File: config.mk
export PLATFORM = sky130hd
export DESIGN_NAME = fp_mul_special_pipe_flat
export DESIGN_NICKNAME = d
export VERILOG_FILES = /design/src/rtl/fp_mul_pkg.sv /design/src/rtl/fp_mul_special_pipe_if.sv /design/src/rtl/fp_operand_classifier.sv /design/src/rtl/fp_mul_special_pipe.sv /design/src/flat_wrapper.sv
export SDC_FILE = /design/constraint.sdc
export NUM_CORES = 1
export LEC_CHECK = 0
export ABC_AREA = 1
export CAP_MARGIN = 40
export CORE_AREA = 2 2 109 100
export DETAILED_ROUTE_END_ITERATION = 10
export DIE_AREA = 0 0 111 102
export DONT_BUFFER_PORTS = 1
export SETUP_SLACK_MARGIN = 0.2
export SLEW_MARGIN = 20
export SYNTH_ARGS = -nofsm -noshare
export SYNTH_HDL_FRONTEND = slang
export SYNTH_HIERARCHICAL = 1
export SYNTH_SLANG_ARGS = --single-unit
File: constraint.sdc
create_clock -name clk -period 2.8 [get_ports clk]
set_clock_uncertainty 0.05 [all_clocks]
set_input_delay 0.42 -clock clk [delete_from_list [all_inputs] [get_ports clk]]
set_output_delay 0.42 -clock clk [all_outputs]
set_load 0.01 [all_outputs]
File: src/rtl/fp_mul_pkg.sv
// Shared definitions for the IEEE-754 multiplier special-case front end:
// status bit positions, the per-stage metadata record and the canonical qNaN builder.
package fp_mul_pkg;

  // Operand status bit positions: {nan, inf, denormal, normal, zero}
  localparam int unsigned ST_ZERO   = 0;
  localparam int unsigned ST_NORMAL = 1;
  localparam int unsigned ST_DENORM = 2;
  localparam int unsigned ST_INF    = 3;
  localparam int unsigned ST_NAN    = 4;

  // Operation status bit positions: {nan, clear_inf, zero, invalid}
  localparam int unsigned OP_INVALID = 0;
  localparam int unsigned OP_ZERO    = 1;
  localparam int unsigned OP_INF     = 2;
  localparam int unsigned OP_NAN     = 3;

  // Classification results carried down the pipeline alongside the result word.
  // denorm_in is the raw denormal indication, kept even when DAZ folds it to zero.
  typedef struct packed {
    logic [4:0] st1;
    logic [4:0] st2;
    logic [3:0] ops;
    logic       denorm_in;
  } stage_meta_t;

  // Canonical quiet NaN: sign 0, exponent all ones, mantissa MSB set, rest zero.
  function automatic logic [63:0] make_qnan(input int unsigned exp_w, input int unsigned mant_w);
    logic [63:0] q;
    q = ((64'd1 << exp_w) - 64'd1) << mant_w;
    q = q | (64'd1 << (mant_w - 1));
    return q;
  endfunction

endpackage

File: src/rtl/fp_mul_special_pipe_if.sv
// Handshake and data bundle of the special-case front end.
// master = upstream/downstream environment, slave = the pipeline itself.
interface fp_mul_special_pipe_if #(
  parameter int unsigned W = 32
);
  logic         in_valid;
  logic         in_ready;
  logic [W-1:0] op1;
  logic [W-1:0] op2;
  logic         out_valid;
  logic         out_ready;
  logic [4:0]   op1_status;
  logic [4:0]   op2_status;
  logic [3:0]   operation_status;
  logic         is_special;
  logic [W-1:0] special_result;
  logic         flags_clear;
  logic         flag_invalid;
  logic         flag_nan_in;
  logic         flag_denorm_in;

  modport master (
    output in_valid, op1, op2, out_ready, flags_clear,
    input  in_ready, out_valid, op1_status, op2_status, operation_status,
           is_special, special_result, flag_invalid, flag_nan_in, flag_denorm_in
  );

  modport slave (
    input  in_valid, op1, op2, out_ready, flags_clear,
    output in_ready, out_valid, op1_status, op2_status, operation_status,
           is_special, special_result, flag_invalid, flag_nan_in, flag_denorm_in
  );
endinterface

File: src/rtl/fp_operand_classifier.sv
// Combinational IEEE-754 operand classifier producing the one-hot status
// {nan, inf, denormal, normal, zero}; DAZ folds denormals into zero.
module fp_operand_classifier
  import fp_mul_pkg::*;
#(
  parameter int unsigned EXP_WIDTH  = 8,
  parameter int unsigned MANT_WIDTH = 23,
  parameter int unsigned DAZ        = 0
) (
  input  logic [EXP_WIDTH-1:0]  exp_field,
  input  logic [MANT_WIDTH-1:0] mant_field,
  output logic [4:0]            status,
  output logic                  denorm
);

  logic exp_ones, exp_zero, mant_zero;

  // Decode exponent/mantissa extremes into the operand class.
  always_comb begin
    exp_ones  = &exp_field;
    exp_zero  = ~|exp_field;
    mant_zero = ~|mant_field;
    denorm    = exp_zero & ~mant_zero;
    status    = '0;
    status[ST_NAN]    = exp_ones & ~mant_zero;
    status[ST_INF]    = exp_ones & mant_zero;
    status[ST_NORMAL] = ~exp_ones & ~exp_zero;
    status[ST_DENORM] = (DAZ == 0) ? denorm : 1'b0;
    status[ST_ZERO]   = exp_zero & (mant_zero | (DAZ != 0));
  end

endmodule

File: src/rtl/fp_mul_special_pipe.sv
// Pipelined special-case front end for the IEEE-754 multiplier: classifies both
// operands, resolves NaN/inf/zero/invalid, builds the final special result word
// and keeps sticky exception flags. One global stall drives every stage.
module fp_mul_special_pipe
  import fp_mul_pkg::*;
#(
  parameter int unsigned IS_DOUBLE  = 0,
  parameter int unsigned EXP_WIDTH  = (IS_DOUBLE != 0) ? 11 : 8,
  parameter int unsigned MANT_WIDTH = (IS_DOUBLE != 0) ? 52 : 23,
  parameter int unsigned STAGES     = 2,
  parameter int unsigned DAZ        = 0
) (
  input logic                  clk,
  input logic                  rst_n,
  fp_mul_special_pipe_if.slave bus
);

  localparam int unsigned W = EXP_WIDTH + MANT_WIDTH + 1;
  localparam logic [W-1:0] QNAN      = W'(make_qnan(EXP_WIDTH, MANT_WIDTH));
  localparam logic [W-1:0] QUIET_BIT = W'(1) << (MANT_WIDTH - 1);

  logic [4:0]   st1, st2;
  logic         den1, den2;
  logic         any_nan, inv, sgn;
  logic [3:0]   ops;
  stage_meta_t  meta_d;
  logic [W-1:0] res_d;
  logic         advance, out_valid, deliver;
  stage_meta_t  out_meta;
  logic         flag_invalid_q, flag_nan_q, flag_den_q;

  fp_operand_classifier #(
    .EXP_WIDTH  (EXP_WIDTH),
    .MANT_WIDTH (MANT_WIDTH),
    .DAZ        (DAZ)
  ) u_cls1 (
    .exp_field  (bus.op1[W-2 -: EXP_WIDTH]),
    .mant_field (bus.op1[MANT_WIDTH-1:0]),
    .status     (st1),
    .denorm     (den1)
  );

  fp_operand_classifier #(
    .EXP_WIDTH  (EXP_WIDTH),
    .MANT_WIDTH (MANT_WIDTH),
    .DAZ        (DAZ)
  ) u_cls2 (
    .exp_field  (bus.op2[W-2 -: EXP_WIDTH]),
    .mant_field (bus.op2[MANT_WIDTH-1:0]),
    .status     (st2),
    .denorm     (den2)
  );

  // Resolve the operation class and the prioritised special result word.
  always_comb begin
    any_nan = st1[ST_NAN] | st2[ST_NAN];
    inv     = (st1[ST_INF] & st2[ST_ZERO]) | (st2[ST_INF] & st1[ST_ZERO]);
    sgn     = bus.op1[W-1] ^ bus.op2[W-1];
    ops     = '0;
    ops[OP_INVALID] = inv;
    ops[OP_NAN]     = any_nan | inv;
    ops[OP_INF]     = (st1[ST_INF] | st2[ST_INF]) & ~any_nan & ~inv;
    ops[OP_ZERO]    = (st1[ST_ZERO] | st2[ST_ZERO]) & ~any_nan & ~inv;
    meta_d.st1       = st1;
    meta_d.st2       = st2;
    meta_d.ops       = ops;
    meta_d.denorm_in = den1 | den2;
    if (st1[ST_NAN]) begin
      res_d = bus.op1 | QUIET_BIT;
    end else if (st2[ST_NAN]) begin
      res_d = bus.op2 | QUIET_BIT;
    end else if (inv) begin
      res_d = QNAN;
    end else if (ops[OP_INF]) begin
      res_d = {sgn, {EXP_WIDTH{1'b1}}, {MANT_WIDTH{1'b0}}};
    end else if (ops[OP_ZERO]) begin
      res_d = {sgn, {(W-1){1'b0}}};
    end else begin
      res_d = '0;
    end
  end

  for (genvar g = 0; g < STAGES; g++) begin : g_stage
    logic         vld_q, vld_d;
    stage_meta_t  meta_q, meta_s;
    logic [W-1:0] res_q, res_s;

    if (g == 0) begin : g_src
      assign vld_d  = bus.in_valid;
      assign meta_s = meta_d;
      assign res_s  = res_d;
    end else begin : g_src
      assign vld_d  = g_stage[g-1].vld_q;
      assign meta_s = g_stage[g-1].meta_q;
      assign res_s  = g_stage[g-1].res_q;
    end

    // Shift one step on advance, otherwise hold.
    always_ff @(posedge clk or negedge rst_n) begin
      if (!rst_n) begin
        vld_q  <= 1'b0;
        meta_q <= '0;
        res_q  <= '0;
      end else if (advance) begin
        vld_q  <= vld_d;
        meta_q <= meta_s;
        res_q  <= res_s;
      end
    end
  end

  assign out_valid = g_stage[STAGES-1].vld_q;
  assign out_meta  = g_stage[STAGES-1].meta_q;
  assign advance   = bus.out_ready | ~out_valid;
  assign deliver   = out_valid & bus.out_ready;

  // Sticky flags: a delivery sets, flags_clear clears, set wins on conflict.
  always_ff @(posedge clk or negedge rst_n) begin
    if (!rst_n) begin
      flag_invalid_q <= 1'b0;
      flag_nan_q     <= 1'b0;
      flag_den_q     <= 1'b0;
    end else begin
      flag_invalid_q <= (deliver & out_meta.ops[OP_INVALID]) |
                        (flag_invalid_q & ~bus.flags_clear);
      flag_nan_q     <= (deliver & (out_meta.st1[ST_NAN] | out_meta.st2[ST_NAN])) |
                        (flag_nan_q & ~bus.flags_clear);
      flag_den_q     <= (deliver & out_meta.denorm_in) | (flag_den_q & ~bus.flags_clear);
    end
  end

  assign bus.in_ready         = advance;
  assign bus.out_valid        = out_valid;
  assign bus.op1_status       = out_meta.st1;
  assign bus.op2_status       = out_meta.st2;
  assign bus.operation_status = out_meta.ops;
  assign bus.is_special       = |out_meta.ops;
  assign bus.special_result   = g_stage[STAGES-1].res_q;
  assign bus.flag_invalid     = flag_invalid_q;
  assign bus.flag_nan_in      = flag_nan_q;
  assign bus.flag_denorm_in   = flag_den_q;

endmodule

File: src/flat_wrapper.sv
// flat-port wrapper written by rule: the top's interface ports become plain ports
module fp_mul_special_pipe_flat import fp_mul_pkg::*;
#(
  parameter int unsigned IS_DOUBLE  = 0,
  parameter int unsigned EXP_WIDTH  = (IS_DOUBLE != 0) ? 11 : 8,
  parameter int unsigned MANT_WIDTH = (IS_DOUBLE != 0) ? 52 : 23,
  parameter int unsigned STAGES     = 2,
  parameter int unsigned DAZ        = 0
)
  (clk, rst_n, bus_in_valid, bus_op1, bus_op2, bus_out_ready, bus_flags_clear, bus_in_ready, bus_out_valid, bus_op1_status, bus_op2_status, bus_operation_status, bus_is_special, bus_special_result, bus_flag_invalid, bus_flag_nan_in, bus_flag_denorm_in);
  fp_mul_special_pipe_if #(.W(32)) bus_i ();
  input logic clk;
  input logic rst_n;
  input wire logic [$bits(bus_i.in_valid)-1:0] bus_in_valid;
  input wire logic [$bits(bus_i.op1)-1:0] bus_op1;
  input wire logic [$bits(bus_i.op2)-1:0] bus_op2;
  input wire logic [$bits(bus_i.out_ready)-1:0] bus_out_ready;
  input wire logic [$bits(bus_i.flags_clear)-1:0] bus_flags_clear;
  output wire logic [$bits(bus_i.in_ready)-1:0] bus_in_ready;
  output wire logic [$bits(bus_i.out_valid)-1:0] bus_out_valid;
  output wire logic [$bits(bus_i.op1_status)-1:0] bus_op1_status;
  output wire logic [$bits(bus_i.op2_status)-1:0] bus_op2_status;
  output wire logic [$bits(bus_i.operation_status)-1:0] bus_operation_status;
  output wire logic [$bits(bus_i.is_special)-1:0] bus_is_special;
  output wire logic [$bits(bus_i.special_result)-1:0] bus_special_result;
  output wire logic [$bits(bus_i.flag_invalid)-1:0] bus_flag_invalid;
  output wire logic [$bits(bus_i.flag_nan_in)-1:0] bus_flag_nan_in;
  output wire logic [$bits(bus_i.flag_denorm_in)-1:0] bus_flag_denorm_in;
  assign bus_i.in_valid = bus_in_valid;
  assign bus_i.op1 = bus_op1;
  assign bus_i.op2 = bus_op2;
  assign bus_i.out_ready = bus_out_ready;
  assign bus_i.flags_clear = bus_flags_clear;
  assign bus_in_ready = bus_i.in_ready;
  assign bus_out_valid = bus_i.out_valid;
  assign bus_op1_status = bus_i.op1_status;
  assign bus_op2_status = bus_i.op2_status;
  assign bus_operation_status = bus_i.operation_status;
  assign bus_is_special = bus_i.is_special;
  assign bus_special_result = bus_i.special_result;
  assign bus_flag_invalid = bus_i.flag_invalid;
  assign bus_flag_nan_in = bus_i.flag_nan_in;
  assign bus_flag_denorm_in = bus_i.flag_denorm_in;
  fp_mul_special_pipe #(.IS_DOUBLE(IS_DOUBLE), .EXP_WIDTH(EXP_WIDTH), .MANT_WIDTH(MANT_WIDTH), .STAGES(STAGES), .DAZ(DAZ)) u_core (.clk(clk), .rst_n(rst_n), .bus(bus_i));
endmodule
==> flow_metrics.env, run 1 <==
export IMPL_final_hold_violation_count=99
export IMPL_fmax_mhz=549
export IMPL_dpl_worst_slack_ps=768
export IMPL_synth_area_um2=4510
export IMPL_cts_resized_gates=0
export IMPL_viasPerCell=5.08
export IMPL_finalMaxSlewViolations=0
export IMPL_required_ps=2330
export IMPL_htreeDepth=3
export IMPL_totalWireLength_mm=10.2
export IMPL_reg2reg_to="u_core/g_stage[0].res_q[31]$_DFFE_PN0P_"
export IMPL_core_area_um2=10100
export IMPL_drtPass1Iterations=4
export IMPL_synth_seq_cells=99
export IMPL_grt_pass1_vias=3380
export IMPL_cts_max_path_buffers=2
export IMPL_cts_buffers=9
export IMPL_drive_gt1_share_pct=7.01
export IMPL_holdWs_ps=-279
export IMPL_dpl_hpwl_mm=6.88
export IMPL_die_y_um=102
export IMPL_fp_dieArea_um2=11300
export IMPL_fin_util_pct=47.6
export IMPL_wire_per_inst_um=15.5
export IMPL_antenna_found_initial=0
export IMPL_io_buffer_count=0
export IMPL_r2r_start="u_core/bus.out_valid$_DFFE_PN0P_"
export IMPL_clk_pin_slew_ps=70
export IMPL_fin_ws_ps=979
export IMPL_clock_root_buffer="clkbuf_16"
export IMPL_layout_common_cells="nand2_1, dfrtp_1, nor2_1, inv_1, o21ai_0"
export IMPL_leakagePower_nw=2.37
export IMPL_p_per_area_nw_per_um2=638
export IMPL_maxCapViolCount=0
export IMPL_gp_congestion=0.811
export IMPL_relSlewSlack_pct=68.7
export IMPL_ios=121
export IMPL_fin_nets=592
export IMPL_clock_sinks=99
export IMPL_period_minus_slack_ps=1820
export IMPL_synth_area_per_cell_um2=8.22
export IMPL_r2r_slack_ps=1250
export IMPL_n_fill_cell=992
export IMPL_synthesis_nets=618
export IMPL_status="finished, violations left"
export IMPL_cts_tree="built"
export IMPL_synth_cell_types=20
export IMPL_drcViolationCount=0
export IMPL_cp_end_kind="output port"
export IMPL_fin_tns_setup_ps=0
export IMPL_drt_iter0_markers=142
export IMPL_std_cell_rows=35
export IMPL_ys_warnings_count=6
export IMPL_setup_violations_final=0
export IMPL_p_total_mw=3.08
export IMPL_cp_arrival_ps=1350
export IMPL_antenna_cells=0
export IMPL_detail_route_antenna_nets=0
export IMPL_crit_path_max_fanout=36
export IMPL_insertion_delay_ps=340
export IMPL_grt_usage_pct=18.7
export IMPL_vdd_drop_max_uv=265
export IMPL_synthDominantCellAreaShare_pct=54.9
export IMPL_synth_area_leaders="dfrtp_1, nand2_1, o21ai_0"
export IMPL_grt_overflow=0
export IMPL_vias=3340
export IMPL_cp_start_kind="flop"
export IMPL_dp_cells=641
export IMPL_instances_no_fill=657
export IMPL_final_common_cell="nand2_1"
export IMPL_tightest_slew_ps=469
export IMPL_synthCells=549
export IMPL_area_growth_synth_to_final_pct=6.82
export IMPL_cts_setup_buffers=0
export IMPL_synth_top_cell_by_area="dfrtp_1"
export IMPL_failed_checks="negative hold slack"
export IMPL_rr_worst_depth=8
export IMPL_die_w_um=111
export IMPL_worstSetupPathType="flop to output port"
export IMPL_initial_core_util_pct=44.6
export IMPL_grt_pass1_wl_mm=16.8
export IMPL_yosysSeqAreaShare_pct=54.9
export IMPL_finalCritPeriodShare_pct=65.1
export IMPL_rsz0062_at_grt="false"
export IMPL_grt_max_degree=118
export IMPL_worstHoldPathType="primary input to async pin"
-- logic make-up after synthesis --
group	synth area share, %
flops	54.9
compound gates	11.8
simple gates	24.2
buf+inv	9.10
-- worst max-delay path by stage --
stage	from	slack, ps	cells after the start	endpoint
after floorplan	bus_op1[15]	1130	13	u_core/g_stage[0].res_q[23]$_DFFE_PN0P_
after global placement	bus_op1[21]	830	10	u_core/g_stage[0].res_q[14]$_DFFE_PN0P_
after detailed placement	bus_op1[21]	770	12	u_core/g_stage[0].res_q[30]$_DFFE_PN0P_
after CTS	u_core/bus.out_valid$_DFFE_PN0P_	960	4	bus_in_ready
after global routing	u_core/bus.out_valid$_DFFE_PN0P_	900	4	bus_in_ready
final	u_core/bus.out_valid$_DFFE_PN0P_	980	4	bus_in_ready
-- where the power goes --
part           switching [mW]  internal (mW)
clock network           0.544          0.818
registers              0.0463           1.48
logic                   0.134         0.0542
-- per-layer routing --
metal  routed length, um  vias to the layer above  track usage [%]
li1                    -                     1672                -
met2                4360                      115             28.5
met4                 128                        0             6.15
met1                4790                     1543             25.0
met3                 881                       10             6.88
met5                   0                        -                0
-- layout make-up --
cell class	count	area, um^2	share of cell area, %
clock buffer	10	239	4.96
clock inverter	6	96.3	2.00
inverter	43	161	3.35
multi-input combinational	364	1630	33.7
sequential	99	2480	51.4
tap	129	161	3.35
timing repair buffer	6	57.6	1.19
-- worst max-delay path: stages (launching register included) --
cell	delay, ps
dfrtp_1	430
inv_1	110
nor2_4	50
inv_2	60
buf_4	350
-- state kept, by name, summed over array words and instances, names as in the netlist --
name,flops
u_core/bus.flag_invalid,1
u_core/g_stage.res_q,32
u_core/bus.flag_denorm_in,1
u_core/bus.flag_nan_in,1
u_core/bus.special_result,32
u_core/bus.out_valid,1
u_core/g_stage.vld_q,1
u_core/bus.op2_status,5
u_core/g_stage.meta_q,16
u_core/bus.op1_status,5
u_core/bus.operation_status,4
-- synth_stat cells --
cell type / instances
nand4_1: 5
nor2_4: 1
o21ai_0: 42
buf_2: 19
dfrtp_1: 99
nand3_2: 2
nand2_1: 194
nor3_2: 2
inv_1: 42
nor3_1: 1
a21oi_1: 8
a22oi_1: 22
clkbuf_1: 7
nand3_1: 11
o22ai_1: 3
inv_2: 1
o21ai_1: 20
buf_4: 17
nor2_2: 8
nor2_1: 45
-- stage by stage --
stage,hold slack (ps),instance area (um^2)
floorplan,74.4,4510
global placement,76.8,4480
detailed placement,75.7,4480
CTS,-293,4820
global route,-296,4820
finish,-279,4820
Power figures use the tool's default switching activity.
==> run 2, diff against run 1 <==
Clock period 2.8 ns to 1.56 ns, I/O delays scaled along.
==> run 2 against run 1 <==
  * The run still ends with negative hold slack left
  * Routed wire length up 15%
  * Critical path depth unchanged
  * Die area unchanged
  * Via count up 4.4%
  * Worst setup slack worse by 820 ps
  * Sequential power up 79%
  * Combinational power rose to 3.3 times the previous value
  * First-iteration DRC count up 44%
  * Worst hold slack worse by 180 ps
  * Non-clock buffer count up 31
  * Clock power up 63%
  * Critical path type unchanged
  * Critical endpoint unchanged
==> flow_metrics.env, run 2 (synthesis gave the netlist of run 1 again) <==
export IMPL_grt_usage_pct=19.2
export IMPL_final_common_cell="nand2_1"
export IMPL_postCtsHoldBufs=2
export IMPL_dp_cells=654
export IMPL_n_fill_cell=938
export IMPL_r2r_start="u_core/bus.out_valid$_DFFE_PN0P_"
export IMPL_htreeDepth=3
export IMPL_cp_arrival_ps=1120
export IMPL_core_area_um2=10100
export IMPL_vias=3486
export IMPL_period_minus_slack_ps=1410
export IMPL_cp_start_kind="flop"
export IMPL_initial_core_util_pct=44.6
export IMPL_grt_pass1_vias=3262
export IMPL_die_y_um=102
export IMPL_fin_nets=623
export IMPL_crit_path_max_fanout=5
export IMPL_setup_violations_final=0
export IMPL_required_ps=1280
export IMPL_cts_tree="built"
export IMPL_wire_per_inst_um=17.1
export IMPL_ios=121
export IMPL_antenna_found_initial=0
export IMPL_final_hold_violation_count=99
export IMPL_met2_usage_pct=27.8
export IMPL_drtPass1Iterations=4
export IMPL_detail_route_antenna_nets=0
export IMPL_io_buffer_count=0
export IMPL_placed_area_um2=4690
export IMPL_cts_buffers=9
export IMPL_insertion_delay_ps=340
export IMPL_cp_end_kind="output port"
export IMPL_dpl_hpwl_mm=7.31
export IMPL_area_growth_synth_to_final_pct=20.9
export IMPL_status="finished, violations left"
export IMPL_register_area_um2=2480
export IMPL_fp_dieArea_um2=11300
export IMPL_drt_iter0_markers=205
export IMPL_grt_pass1_wl_mm=17.0
export IMPL_worstSetupPathType="flop to output port"
export IMPL_drcViolationCount=0
export IMPL_relSlewSlack_pct=81.5
export IMPL_crit_buf_inv=3
export IMPL_use_met1_pct=27.5
export IMPL_std_cell_rows=35
export IMPL_instances_no_fill=685
export IMPL_fin_area_um2=5460
export IMPL_gp_congestion=0.835
export IMPL_crit_start="u_core/bus.out_valid$_DFFE_PN0P_"
export IMPL_maxCapViolCount=0
export IMPL_clock_sinks=99
export IMPL_viasPerCell=5.09
export IMPL_fin_tns_setup_ps=0
export IMPL_die_w_um=111
export IMPL_finalCritPeriodShare_pct=90.1
export IMPL_clock_root_buffer="clkbuf_16"
export IMPL_antenna_cells=0
export IMPL_finalMaxSlewViolations=0
export IMPL_p_total_mw=5.57
export IMPL_tightest_slew_ps=275
export IMPL_rsz0062_at_grt="true"
export IMPL_crit_family="flip-flops"
export IMPL_holdWs_ps=-463
export IMPL_vdd_drop_max_uv=612
export IMPL_grt_max_degree=100
export IMPL_p_per_area_nw_per_um2=1020
export IMPL_clk_pin_slew_ps=60
export IMPL_path_cells="inv_2 -> nor2_4 -> clkinv_4 -> buf_12"
export IMPL_drive_gt1_share_pct=17.3
export IMPL_cts_max_path_buffers=2
export IMPL_totalWireLength_mm=11.7
export IMPL_multiInputGateArea_um2=1800
export IMPL_layout_common_cells="nand2_1, dfrtp_1, inv_1, nor2_1, o21ai_1"
export IMPL_slowest_stage="dfrtp_1"
export IMPL_grt_overflow=0
export IMPL_fmax_mhz=712
export IMPL_fin_ws_ps=155
export IMPL_worstHoldPathType="primary input to async pin"
export IMPL_dpl_worst_slack_ps=-172
export IMPL_leakagePower_nw=2.63
export IMPL_failed_checks="negative hold slack"
export IMPL_use_met3_pct=7.06
export IMPL_busiest_layer="met2"
export IMPL_slowest_delay_ps=360
## run 2: where the power goes
group	internal, mW	total, mW	switching (mW)
logic	0.297	0.620	0.323
registers	2.66	2.74	0.0841
clock network	1.30	2.21	0.908
## run 2: routing by layer
metal,wire length [um],part of all wire (%),vias to the layer above
met5,0,0,-
met4,46,0.39,0
met3,947,8.1,2
met2,5300,45,129
met1,5440,46,1618
li1,-,-,1737
## run 2: final timing paths
path	to	slack, ps	cells past startpoint
setup / recovery	bus_in_ready	150	4
hold / removal	u_core/bus.flag_denorm_in$_DFF_PN0_	-460	0
setup reg to reg	u_core/g_stage[0].res_q[6]$_DFFE_PN0P_	230	7
hold reg to reg	u_core/bus.out_valid$_DFFE_PN0P_	410	2
max in group asynchronous	u_core/g_stage[0].res_q[19]$_DFFE_PN0P_	1760	0
min in group clk	u_core/bus.flag_invalid$_DFF_PN0_	30	2
## run 2: repair_timing
action / 4_1_cts / 5_1_grt
setup buffers: 3 / 3
hold endpoints to repair: 103 / 99
resized for setup: 4 / 47
endpoints found under the setup margin: 13 / 85
gates cloned: 2 / 8
pin swaps: 1 / 6
## run 2: final cells by class
| cell class | instances | share of cell area, % |
|---|---|---|
| multi-input cells | 364 | 32.9 |
| flip-flops and latches | 99 | 45.4 |
| repair buffers | 37 | 10.3 |
| clock inverters | 2 | 0.688 |
| inverters | 43 | 3.10 |
| well taps | 129 | 2.96 |
| clock buffers | 11 | 4.63 |
## run 2: per-stage QoR
step,utilization (%),hold WS [ps]
2_1_floorplan,-,-112
3_3_place_gp,46.4,-109
3_5_place_dp,46.4,-109
4_1_cts,50.5,-475
5_1_grt,53.9,-479
6_report,53.9,-463
## run 2: worst reg2reg max path, delay by kind of cell (launching register included)
kind                   cells  cell delay, ps
buffers and inverters      4             550
AO/OA/AOI/OAI              1              90
AND/OR/NAND/NOR            2             190
flip-flops                 1             360
==> run 3, diff against run 2 <==
Settings changed: CORE_AREA 2 2 109 100 to 2 2 97 90, DIE_AREA 0 0 111 102 to 0 0 99 92, PLACE_DENSITY set to 0.74.
==> run 3 against run 2 <==
  * The run still ends with negative hold slack left
  * Final area shrank 7.5%
  * Sequential power is essentially flat
  * Global-route usage grew 2.6 points
  * Clock-buffer cell count shrank 2
  * Utilization grew 7.6 points
  * Largest cell class unchanged
==> flow_metrics.env, run 3 (synthesis gave the netlist of run 1 again) <==
export IMPL_status="finished, violations left"
export IMPL_failed_checks="negative hold slack"
export IMPL_dpl_hpwl_mm=6.76
export IMPL_vias=3515
export IMPL_comb_power_share_pct=10.7
export IMPL_maxCapViolCount=0
export IMPL_fmax_mhz=708
export IMPL_cts_tree="built"
export IMPL_p_clk_share_pct=32.1
export IMPL_p_total_mw=4.78
export IMPL_grt_usage_pct=21.8
export IMPL_fin_tns_setup_ps=0
export IMPL_grt_overflow=0
export IMPL_r2r_slack_ps=210
export IMPL_fin_area_um2=5050
export IMPL_io_buffer_count=0
export IMPL_std_cell_rows=32
export IMPL_pwr_share_seq_pct=57.2
export IMPL_placed_area_um2=4650
export IMPL_core_area_um2=8210
export IMPL_grt_pass1_vias=3283
export IMPL_intPower_mw=3.49
export IMPL_fp_dieArea_um2=9110
export IMPL_worstSetupPathType="flop to output port"
export IMPL_n_fill_cell=733
export IMPL_fin_util_pct=61.5
export IMPL_reg2reg_to="u_core/g_stage[0].res_q[10]$_DFFE_PN0P_"
export IMPL_drive_gt1_share_pct=14.1
export IMPL_rr_worst_depth=6
export IMPL_clock_sinks=99
export IMPL_fin_nets=619
export IMPL_drtPass1Iterations=4
export IMPL_drt_iter0_markers=185
export IMPL_cp_start_kind="flop"
export IMPL_viasPerCell=5.35
export IMPL_finalCritPeriodShare_pct=90.6
export IMPL_antenna_found_initial=0
export IMPL_clk_pin_slew_ps=100
export IMPL_crit_path_max_fanout=6
export IMPL_vdd_drop_max_uv=521
export IMPL_rsz0062_at_grt="true"
export IMPL_p_sw_mw=1.30
export IMPL_final_common_cell="nand2_1"
export IMPL_met2WireLength_mm=4.51
export IMPL_wl_met1_mm=4.63
export IMPL_relSlewSlack_pct=85.1
export IMPL_wire_per_inst_um=15.4
export IMPL_die_y_um=92
export IMPL_crit_start="u_core/bus.out_valid$_DFFE_PN0P_"
export IMPL_detail_route_antenna_nets=0
export IMPL_leakagePower_nw=2.49
export IMPL_setup_violations_final=0
export IMPL_htreeDepth=3
export IMPL_initial_core_util_pct=55.0
export IMPL_clock_root_buffer="clkbuf_8"
export IMPL_die_w_um=99
export IMPL_p_per_area_nw_per_um2=948
export IMPL_cts_max_path_buffers=2
export IMPL_final_hold_violation_count=99
export IMPL_grt_max_degree=100
export IMPL_p_sw_share_pct=27.1
export IMPL_drcViolationCount=0
export IMPL_finalMaxSlewViolations=0
export IMPL_antenna_cells=0
export IMPL_area_growth_synth_to_final_pct=11.8
export IMPL_cp_arrival_ps=1130
export IMPL_totalWireLength_mm=10.1
export IMPL_r2r_start="u_core/bus.out_valid$_DFFE_PN0P_"
export IMPL_top_layer="met4"
export IMPL_holdWs_ps=-487
export IMPL_ios=121
export IMPL_cts_buffers=9
export IMPL_dr_wl_met3_um=925
export IMPL_worstHoldPathType="primary input to async pin"
export IMPL_grt_pass1_wl_mm=15.8
export IMPL_tightest_slew_ps=223
export IMPL_gp_congestion=0.869
export IMPL_cp_end_kind="output port"
export IMPL_required_ps=1280
export IMPL_layout_common_cells="nand2_1, dfrtp_1, inv_1, nor2_1, o21ai_0"
export IMPL_period_minus_slack_ps=1410
export IMPL_insertion_delay_ps=360
## run 3: cell count changes in the layout (fill, tap and decap cells not counted), sizes merged
cell / previous run / this run
bufbuf: 2 / 1
clkinv: 1 / 5
clkinvlp: 1 / 0
dlygate4sd3: 2 / 4
clkbuf: 18 / 11
bufinv: 1 / 0
inv: 42 / 45
## run 3: how the worst max path moves through the flow
stage          cells after the start                                       to  slack (ps)
2_1_floorplan                     12  u_core/g_stage[0].res_q[29]$_DFFE_PN0P_         170
3_3_place_gp                      13  u_core/g_stage[0].res_q[31]$_DFFE_PN0P_         -60
3_5_place_dp                      13  u_core/g_stage[0].res_q[31]$_DFFE_PN0P_         -70
4_1_cts                            4                             bus_in_ready         110
5_1_grt                            4                             bus_in_ready          70
6_report                           4                             bus_in_ready         150
## run 3: area by class of cell
type | count | area [um^2] | share of cell area, %
Clock buffer | 9 | 124 | 2.45
Clock inverter | 7 | 60.1 | 1.19
Inverter | 43 | 166 | 3.30
Multi-Input combinational cell | 364 | 1690 | 33.5
Sequential cell | 99 | 2480 | 49.1
Tap cell | 102 | 128 | 2.53
Timing Repair Buffer | 33 | 399 | 7.91
## run 3: through the flow
stage / worst slack, ps / std cells
finish: 147 / 657
global route: 72.0 / 657
CTS: 107 / 651
detailed placement: -65.1 / 629
global placement: -62.7 / 629
floorplan: 170 / 549
## run 3: what timing repair did
action | 4_1_cts | 5_1_grt
hold buffers | 3 | 1
setup buffers | 2 | 2
pin swaps | 1 | 2
endpoints found under the hold margin | 103 | 100
setup endpoints to repair | 3 | 80
cloned | 1 | 3
gates resized for setup | 7 | 9
## run 3: worst max-delay path, stage by stage, from the launching register on
cell and delay, ps:
dfrtp_1 370, inv_2 50, nor2_4 130, clkinv_4 90
buf_12 140
## run 3: power groups by stage
stage	logic (mW)	clock network, mW	registers, mW
2_1_floorplan	0.315	0	2.76
3_3_place_gp	0.379	0	2.78
3_5_place_dp	0.387	0	2.78
4_1_cts	0.444	1.59	2.73
5_1_grt	0.565	1.68	2.75
6_report	0.512	1.54	2.73
## run 3: routing by layer
layer,vias up,global-route usage [%]
met1,1646,31.2
met3,6,8.46
met2,125,32.0
li1,1738,-
met5,-,0
met4,0,4.45
